$ cat src/rtl/rf_wport_sched_pkg.sv
// Shared definitions for the regfile write-port scheduler.
// No logic; widths, reset/enable polarities and the starvation default.
// Backpressure: not applicable.
package rf_wport_sched_pkg;
    localparam int          RegAddrBus  = 5;
    localparam int          RegBus      = 32;
    localparam logic [31:0] ZeroWord    = 32'h0000_0000;
    localparam logic        RstEnable   = 1'b1;
    localparam logic        WriteEnable = 1'b1;
    localparam int          StarveLimit = 4;
endpackage

$ cat src/rtl/rf_result_fifo.sv
// Synchronous FIFO buffering long-latency results as {addr, data} pairs.
// Latency: a pushed entry is visible at the head the cycle after the push.
// Backpressure: pushes are ignored while full and pops are ignored while empty.
module rf_result_fifo #(
    parameter int DEPTH  = 2,
    parameter int ADDR_W = 5,
    parameter int DATA_W = 32
) (
    input  logic              clk,
    input  logic              rst,
    input  logic              push,
    input  logic [ADDR_W-1:0] push_addr,
    input  logic [DATA_W-1:0] push_data,
    input  logic              pop,
    output logic              full,
    output logic              empty,
    output logic [ADDR_W-1:0] head_addr,
    output logic [DATA_W-1:0] head_data
);
    localparam int PTR_W = $clog2(DEPTH);

    logic [ADDR_W-1:0] addr_q [DEPTH];
    logic [DATA_W-1:0] data_q [DEPTH];
    // Extra MSB separates full from empty when the index bits match.
    logic [PTR_W:0]    wr_ptr, rd_ptr;

    assign empty     = (wr_ptr == rd_ptr);
    assign full      = (wr_ptr[PTR_W] != rd_ptr[PTR_W]) &&
                       (wr_ptr[PTR_W-1:0] == rd_ptr[PTR_W-1:0]);
    assign head_addr = addr_q[rd_ptr[PTR_W-1:0]];
    assign head_data = data_q[rd_ptr[PTR_W-1:0]];

    always_ff @(posedge clk) begin
        if (rst) begin
            wr_ptr <= '0;
            rd_ptr <= '0;
        end else begin
            if (push && !full)
                wr_ptr <= wr_ptr + 1'b1;
            if (pop && !empty)
                rd_ptr <= rd_ptr + 1'b1;
        end
    end

    always_ff @(posedge clk) begin
        if (push && !full) begin
            addr_q[wr_ptr[PTR_W-1:0]] <= push_addr;
            data_q[wr_ptr[PTR_W-1:0]] <= push_data;
        end
    end
endmodule

$ cat src/rtl/rf_wport_sched.sv
// Arbitrates the single regfile write port between WB and buffered LU results; tracks LU-pending regs.
// Latency: WB writes same cycle; an LU result reaches the port at earliest one cycle after push.
// Backpressure: lu_ready drops when the FIFO is full; wb_stall holds WB once the FIFO head has starved.
module rf_wport_sched
    import rf_wport_sched_pkg::*;
#(
    parameter int ADDR_W       = RegAddrBus,
    parameter int DATA_W       = RegBus,
    parameter int FIFO_DEPTH   = 2,
    parameter int STARVE_LIMIT = StarveLimit
) (
    input  logic              clk,
    input  logic              rst,
    input  logic              wb_we,
    input  logic [ADDR_W-1:0] wb_waddr,
    input  logic [DATA_W-1:0] wb_wdata,
    output logic              wb_stall,
    input  logic              lu_valid,
    input  logic [ADDR_W-1:0] lu_waddr,
    input  logic [DATA_W-1:0] lu_wdata,
    output logic              lu_ready,
    input  logic              iss_valid,
    input  logic [ADDR_W-1:0] iss_waddr,
    input  logic [ADDR_W-1:0] chk_raddr1,
    input  logic [ADDR_W-1:0] chk_raddr2,
    input  logic [ADDR_W-1:0] chk_waddr,
    output logic              busy1,
    output logic              busy2,
    output logic              busy_w,
    output logic              rf_we,
    output logic [ADDR_W-1:0] rf_waddr,
    output logic [DATA_W-1:0] rf_wdata
);
    localparam int NREG  = 1 << ADDR_W;
    localparam int CNT_W = $clog2(STARVE_LIMIT + 1);
    localparam logic [CNT_W-1:0] CNT_MAX = CNT_W'(STARVE_LIMIT);

    logic              in_rst;
    logic              wb_req, head_v, starved, pop, lu_push;
    logic              fifo_full, fifo_empty;
    logic [ADDR_W-1:0] head_addr;
    logic [DATA_W-1:0] head_data;
    logic [CNT_W-1:0]  starve_cnt;
    logic [NREG-1:0]   pending, pending_nxt;

    assign in_rst  = (rst == RstEnable);
    assign wb_req  = (wb_we == WriteEnable) && (wb_waddr != '0);
    assign head_v  = !fifo_empty;
    assign starved = (starve_cnt == CNT_MAX) && head_v;
    assign lu_ready = !in_rst && !fifo_full;
    // r0 results complete the handshake but never enter the buffer.
    assign lu_push = lu_valid && lu_ready && (lu_waddr != '0);

    rf_result_fifo #(
        .DEPTH  (FIFO_DEPTH),
        .ADDR_W (ADDR_W),
        .DATA_W (DATA_W)
    ) u_fifo (
        .clk       (clk),
        .rst       (rst),
        .push      (lu_push),
        .push_addr (lu_waddr),
        .push_data (lu_wdata),
        .pop       (pop),
        .full      (fifo_full),
        .empty     (fifo_empty),
        .head_addr (head_addr),
        .head_data (head_data)
    );

    always_comb begin
        rf_we    = 1'b0;
        rf_waddr = '0;
        rf_wdata = DATA_W'(ZeroWord);
        wb_stall = 1'b0;
        pop      = 1'b0;
        if (!in_rst) begin
            if (starved || (head_v && !wb_req)) begin
                rf_we    = 1'b1;
                rf_waddr = head_addr;
                rf_wdata = head_data;
                pop      = 1'b1;
                wb_stall = wb_req;
            end else if (wb_req) begin
                rf_we    = 1'b1;
                rf_waddr = wb_waddr;
                rf_wdata = wb_wdata;
            end
        end
    end

    // Counts consecutive cycles the head lost to WB; any head write or empty FIFO restarts it.
    always_ff @(posedge clk) begin
        if (in_rst)
            starve_cnt <= '0;
        else if (pop || !head_v)
            starve_cnt <= '0;
        else if (wb_req && starve_cnt != CNT_MAX)
            starve_cnt <= starve_cnt + 1'b1;
    end

    // Set is applied after clear so a same-cycle reissue keeps the register pending.
    always_comb begin
        pending_nxt = pending;
        if (pop)
            pending_nxt[head_addr] = 1'b0;
        if (iss_valid && iss_waddr != '0)
            pending_nxt[iss_waddr] = 1'b1;
        pending_nxt[0] = 1'b0;
    end

    always_ff @(posedge clk) begin
        if (in_rst)
            pending <= '0;
        else
            pending <= pending_nxt;
    end

    assign busy1  = !in_rst && pending[chk_raddr1];
    assign busy2  = !in_rst && pending[chk_raddr2];
    assign busy_w = !in_rst && pending[chk_waddr];
endmodule

$ cat config.mk
export PLATFORM = sky130hd
export DESIGN_NAME = rf_wport_sched
export DESIGN_NICKNAME = d
export VERILOG_FILES = /design/src/rtl/rf_wport_sched_pkg.sv /design/src/rtl/rf_result_fifo.sv /design/src/rtl/rf_wport_sched.sv
export SDC_FILE = /design/constraint.sdc
export NUM_CORES = 1
export LEC_CHECK = 0
export ABC_AREA = 1
export ABC_CLOCK_PERIOD_IN_PS = 3700
export BUFFER_PORTS_ARGS = -buffer_cell sky130_fd_sc_hd__clkbuf_2
export CAP_MARGIN = 25
export CELL_PAD_IN_SITES_DETAIL_PLACEMENT = 0
export CELL_PAD_IN_SITES_GLOBAL_PLACEMENT = 1
export CORE_MARGIN = 2
export CORE_UTILIZATION = 41
export CTS_BUF_LIST = sky130_fd_sc_hd__clkbuf_8
export DETAILED_ROUTE_END_ITERATION = 10
export PLACE_DENSITY_LB_ADDON = 0.12
export SLEW_MARGIN = 10
export SYNTH_ARGS = -nofsm -noshare
export SYNTH_HDL_FRONTEND = slang
export SYNTH_HIERARCHICAL = 1
export SYNTH_SLANG_ARGS = --single-unit
$ cat constraint.sdc
create_clock -name clk -period 3.7 [get_ports clk]
set_input_delay 0.555 -clock clk [delete_from_list [all_inputs] [get_ports clk]]
set_output_delay 0.555 -clock clk [all_outputs]
set_load 0.1 [all_outputs]
# After elaboration in Yosys (flattened, before gate mapping)
# Memory sizes are Yosys's and may differ from the RTL's. A register that Yosys moved wholly into a read port is not among the register bits.
# Index checks and enable logic that the tools add are counted.
[classes]
n_addsub = 3
order_cmp = 7
n_eq_ne = 5
muxes = 31
bitwise = 3
n_reduce_logical = 26
[op_table]
columns = ["cell", "count"]
rows = [
  ["2-to-1 mux 32 bit", 5],
  ["bitwise AND 32 bit", 1],
  ["inverter 32 bit", 1],
  ["bitwise OR 32 bit", 1],
  ["less-than comparator 5 x 6 -> 1 bit (second input constant)", 5],
  ["2-to-1 mux 1 bit", 18],
  ["logical AND 1 bit", 16],
  ["binary-select mux 1 bit (select 5 bit)", 3],
  ["2-to-1 mux 5 bit", 3],
  ["nonzero test 5 bit", 3],
  ["demux 1 bit (select 5 bit)", 2],
  ["greater-or-equal comparator 5 x 1 -> 1 bit (second input constant)", 2],
  ["adder 2 x 1 -> 2 bit (second input constant)", 2],
  ["logical NOT 1 bit", 4],
  ["adder 3 x 1 -> 3 bit (second input constant)", 1],
  ["equality test 3 bit (second input constant)", 1],
  ["!= test 3 bit (second input constant)", 1],
  ["equality test 2 bit", 1],
  ["logical OR 1 bit", 2],
  ["OR reduction 2 bit", 1],
  ["equality test 1 bit", 1],
  ["!= test 1 bit", 1],
]
[word_totals]
ff_bits = 39
ramBits = 74
mem_count = 2
[memory_table]
columns = ["name", "depth", "word_bits", "rd", "rd_clocked_by_memory_dff", "write_ports", "line_no", "source"]
rows = [
  ["u_fifo.data_q", 2, 32, 1, 1, 1, "rf_result_fifo.sv:23", "logic [DATA_W-1:0] data_q [DEPTH];"],
  ["u_fifo.addr_q", 2, 5, 1, 1, 1, "rf_result_fifo.sv:22", "logic [ADDR_W-1:0] addr_q [DEPTH];"],
]

# Depth between registers and ports, before layout
[logic_depth]
depth_word = 10
ltp_mapped = 14
depth_no_buf = 13

# Cells and area by module
# Netlist, hierarchy kept.
[modules_own_cells]
columns = ["module", "instances", "cells_per_inst", "area_per_inst_um2"]
rows = [
  ["rf_wport_sched", 1, 644, 3389.5],
  ["rf_result_fifo", 1, 162, 3095.5],
]

# Worst setup path after synthesis
# No wires, ideal clock.
[synth_path]
path_kind = "input port to flip-flop"
startpoint = "input rst"
endpoint = "memory u_fifo.addr_q[0][0] (enable)"
setup_ns = 0.432
arrival_ns = 3.932
t_required_ns = 3.268
path_slack_ns = -0.664
stages = 6
n_path_buf = 1
path_cell_list = "buf_2 > nor2_1 > nand3_1 > inv_1 > nand2_1 > nor2_1"
[synth_via]
elab_chain_len = 7
[synth_rtl]
columns = ["item", "line_no", "source"]
rows = [
  ["from (decl)", "rf_wport_sched.sv:13", "input logic rst,"],
  ["logical NOT 1 bit", "rf_wport_sched.sv:50", "assign lu_ready = !in_rst && !fifo_full;"],
  ["logical AND 1 bit", "rf_wport_sched.sv:50", ""],
  ["named net lu_ready", "rf_wport_sched.sv:21", "output logic lu_ready,"],
  ["logical AND 1 bit (2 in a row)", "rf_wport_sched.sv:52", "assign lu_push = lu_valid && lu_ready && (lu_waddr != '0);"],
  ["named net lu_push", "rf_wport_sched.sv:39", "logic wb_req, head_v, starved, pop, lu_push;"],
  ["logical AND 1 bit", "rf_result_fifo.sv:46", "if (push && !full) begin"],
  ["2-to-1 mux 1 bit", "rf_result_fifo.sv:46", ""],
  ["2-to-1 mux 1 bit (not written as such)", "rf_result_fifo.sv:47", "addr_q[wr_ptr[PTR_W-1:0]] <= push_addr;"],
  ["to (decl)", "rf_result_fifo.sv:22", ""],
]
# The timed path passes the listed nets, and every way through them passes these cells.

# Worst setup path in the final report
[layout_path]
startpoint = "register u_fifo.wr_ptr[0]"
endpoint = "output rf_waddr[0]"
[layout_via]
elab_chain_len = 6
[layout_rtl]
columns = ["item", "line_no", "source"]
rows = [
  ["from (decl)", "rf_result_fifo.sv:25", "logic [PTR_W:0] wr_ptr, rd_ptr;"],
  ["from (signal assigned)", "rf_result_fifo.sv:39", "wr_ptr <= wr_ptr + 1'b1;"],
  ["equality test 2 bit *", "rf_result_fifo.sv:27", "assign empty = (wr_ptr == rd_ptr);"],
  ["named net fifo_empty", "rf_wport_sched.sv:40", "logic fifo_full, fifo_empty;"],
  ["logical NOT 1 bit *", "rf_wport_sched.sv:48", "assign head_v = !fifo_empty;"],
  ["logical AND 1 bit, on equally long branches", "rf_wport_sched.sv:49, rf_wport_sched.sv:78", ""],
  ["logical OR 1 bit *", "rf_wport_sched.sv:78", "if (starved || (head_v && !wb_req)) begin"],
  ["2-to-1 mux 5 bit *", "rf_wport_sched.sv:78", ""],
  ["2-to-1 mux 5 bit *", "rf_wport_sched.sv:77", "if (!in_rst) begin"],
  ["to (decl)", "rf_wport_sched.sv:31", "output logic [ADDR_W-1:0] rf_waddr,"],
]
# The timed path passes the listed nets; every way through them passes the cells marked *.

==> flow_summary_export.csv <==
group,metric,value,unit
run_status,status,"finished, final reports clean",
layout,final_core_util,53.6,%
clocking,cts_sinks,113,
critical_path,path_common_cell,"nand2_2",
pwr,worst_ir_drop_vdd,286,uV
clocking,ctsResizeCount,0,
critical_path,worstPathCellList,"nand2_1 > nand2_2 > nand2_2 > inv_1 > inv_1 > nand2_2 > buf_4 > o21ai_0 > nor2_1 > buf_12",
pwr,p_leak,3.40,nW
global_routing,globalRouteOverflowTotal,0,
pwr,p_clk_share,34.9,%
synthesis,synthTopCellsByArea,"edfxtp_1 (34%), dfxtp_1 (12%), nand2_1 (11%)",
global_routing,grtUsageTotal,23.3,%
synthesis,avgSynthCellArea,8.05,sq um
detailed_routing,post_drt_wl_per_cell,16.1,um
layout,final_common_cell,"nand2_1",
layout,most-common-layout-cells,"nand2_1 (196), nor2_1 (107), nand3_1 (105)",
pwr,swShare,32.6,%
detailed_routing,firstDrtPassIters,8,
pwr,p_per_area,404,nW/um^2
layout,area_growth_syn_to_layout,26.5,%
synthesis,synth_cell_type_count,28,
sta,fin_crit,3060,ps
clocking,clockBufferDepth,2,
floorplanning,num_io_pins,142,
synthesis,synth-seq-cells,113,
critical_path,reg2regPathDepth,13,
layout,diodes,0,
critical_path,start_kind,"flip-flop",
critical_path,crit_slowest_cell,"dfxtp_1",
pwr,internal-power,0.00223,W
clocking,clkSlewWorstSetupHoldPaths,80,ps
sta,tightest_slew,798,ps
clocking,cts_setup_buffers,0,
sta,finalCritPeriodShare,82.8,%
global_routing,grt_pass1_wl,29.8,mm
floorplanning,die_w,130,um
synthesis,yosysSeqAreaShare,46.3,%
clocking,tritoncts,"yes",
sta,rsz0062_at_grt,"no",
critical_path,arrival,2510,ps
synthesis,yosysTopAreaCellShare,34.3,%
clocking,cts_hold_buf,0,
sta,fmax,0.326,GHz
synthesis,syn_inst,806,
synthesis,synth_area_leader_cell,"edfxtp_1",
clocking,htreeDepth,4,
sta,fin_tns_setup,0,ps
detailed_routing,drc_errors,0,
critical_path,crit_type,"reg2out",
synthesis,yosys_warnings,6,
min_path,min_path_type,"in2reg",
floorplanning,dieHeight,130,um
critical_path,critPathMaxFanout,37,
clocking,clk_latency,450,ps
sta,skew,13.2,ps
sta,slew_viol_final,0,
detailed_routing,dr_total_vias,5909,
critical_path,r2r_start,"u_fifo/wr_ptr[0]",
layout,drive_above_1_share,24.5,%
job,drv_cap,0,
detailed_routing,wl,18.6,mm
sta,finalSetupViolCount,0,
global_routing,grt_pass1_vias,5844,
global_routing,antenna_found_initial,0,
placement,hpwl,13.8,mm
pwr,seqPwrFrac,42.1,%
pwr,p_switching,0.00108,W
floorplanning,row_count,45,
synthesis,synth_area,6480,sq um
clocking,cts-root-buf,"clkbuf_8",
critical_path,slowest_delay,450,ps
layout,fin_nets,1035,
critical_path,end_kind,"primary output",
detailed_routing,dr.first_iter.drc_count,398,
floorplanning,fp.dieArea,16800,sq um
sta,maxSlewHeadroom,46.6,%
min_path,whs_path_depth,1,
critical_path,cp-startpoint,"u_fifo/wr_ptr[0]",
pwr,combPwrFrac,23.0,%
floorplanning,coreArea,15300,sq um
detailed_routing,routed_via_density,5.10,
detailed_routing,antenna_left,0,
min_path,hp-start,"lu_wdata[16]",
global_routing,grt_start_max_net_pins,39,
synthesis,synth.net_count,907,
placement,gp_congestion,0.882,
clocking,cts_buffers,17,
placement,io_buffers,141,
floorplanning,start_util,42.3,%
layout,fillers,1462,
sta,hold_viol,0,
critical_path,cp.required,3140,ps
[routing by layer]
layer	up-vias	GRT usage, %	wire (um)
met1	2778	30.0	8150
met4	0	7.08	280
li1	2938	-	-
met2	167	38.5	8970
met3	26	6.40	1220
met5	-	0	0
[registers in the layout (all words and copies together) (netlist names), named ones only]
| signal | flops |
|---|---|
| starve_cnt | 3 |
| u_fifo/wr_ptr | 2 |
| pending | 31 |
| u_fifo/rd_ptr | 2 |
| u_fifo/data_q | 64 |
| u_fifo/addr_q | 10 |
[synth_stat cells]
master,instances
mux2_4,30
nor2_2,1
xnor2_1,1
ha_1,2
mux2_2,7
o21ai_0,10
dfxtp_1,39
buf_6,6
a21oi_1,75
buf_4,3
inv_2,1
nor3_2,1
nand3_1,105
edfxtp_1,74
nand2_1,196
nor2_1,109
clkbuf_1,7
nand2_2,4
inv_1,67
nand3_2,1
buf_2,22
buf_12,3
or2_2,1
o21ai_1,30
clkinv_2,1
nor3_1,3
o211ai_1,6
a211o_1,1
[critical path, delay by kind of cell (launching register included)]
family                 cells  cell delay (ps)
AO/OA/AOI/OAI              1              210
AND/OR/NAND/NOR            5              600
flip-flops                 1              450
buffers and inverters      4              790
[final cells by class]
cell class | instances | area, sq um | area share [%]
tap | 211 | 264 | 3.22
clock inverter | 15 | 163 | 1.98
multi-input combinational | 583 | 2950 | 36.0
timing repair buffer | 150 | 1330 | 16.2
clock buffer | 17 | 234 | 2.85
inverter | 69 | 260 | 3.17
sequential | 113 | 3000 | 36.6
[path summary, 6_finish.rpt]
| kind | endpoint | slack, ps |
|---|---|---|
| min reg2reg | starve_cnt[0] | 450 |
| min | u_fifo/data_q[0][16] | 290 |
| max | rf_waddr[0] | 640 |
| max reg2reg | u_fifo/data_q[1][4] | 1480 |
[power groups by stage]
stage | Combinational, W | Clock, W | Sequential [W]
3_3_place_gp | 0.000756 | 0 | 0.00142
4_1_cts | 0.000765 | 0.00118 | 0.00140
2_1_floorplan | 0.000513 | 0 | 0.00142
6_report | 0.000762 | 0.00116 | 0.00140
3_5_place_dp | 0.000763 | 0 | 0.00143
5_1_grt | 0.000815 | 0.00124 | 0.00140
[through the flow]
stage | cell area [sq um] | hold slack, ps | worst slack (ps) | power (W) | cells
final | 8200 | 286 | 635 | 0.00332 | 1158
after floorplan | 6490 | 417 | 19.2 | 0.00193 | 806
after global routing | 8200 | 259 | 432 | 0.00346 | 1158
after global placement | 7810 | 424 | 908 | 0.00218 | 1126
after CTS | 8200 | 258 | 573 | 0.00335 | 1158
after detailed placement | 7810 | 442 | 918 | 0.00219 | 1126
[cells by family after synthesis]
logic type               Yosys count  synth area share, %
AO/OA/AOI/OAI                    122                 9.70
XOR/XNOR                           1                0.135
adder cells (fa/ha/maj)            2                0.386
buffers and inverters            110                 8.43
flip-flops                       113                 46.3
multiplexers                      37                 8.16
AND/OR/NAND/NOR                  421                 26.9
Power figures use the tool's default switching activity.
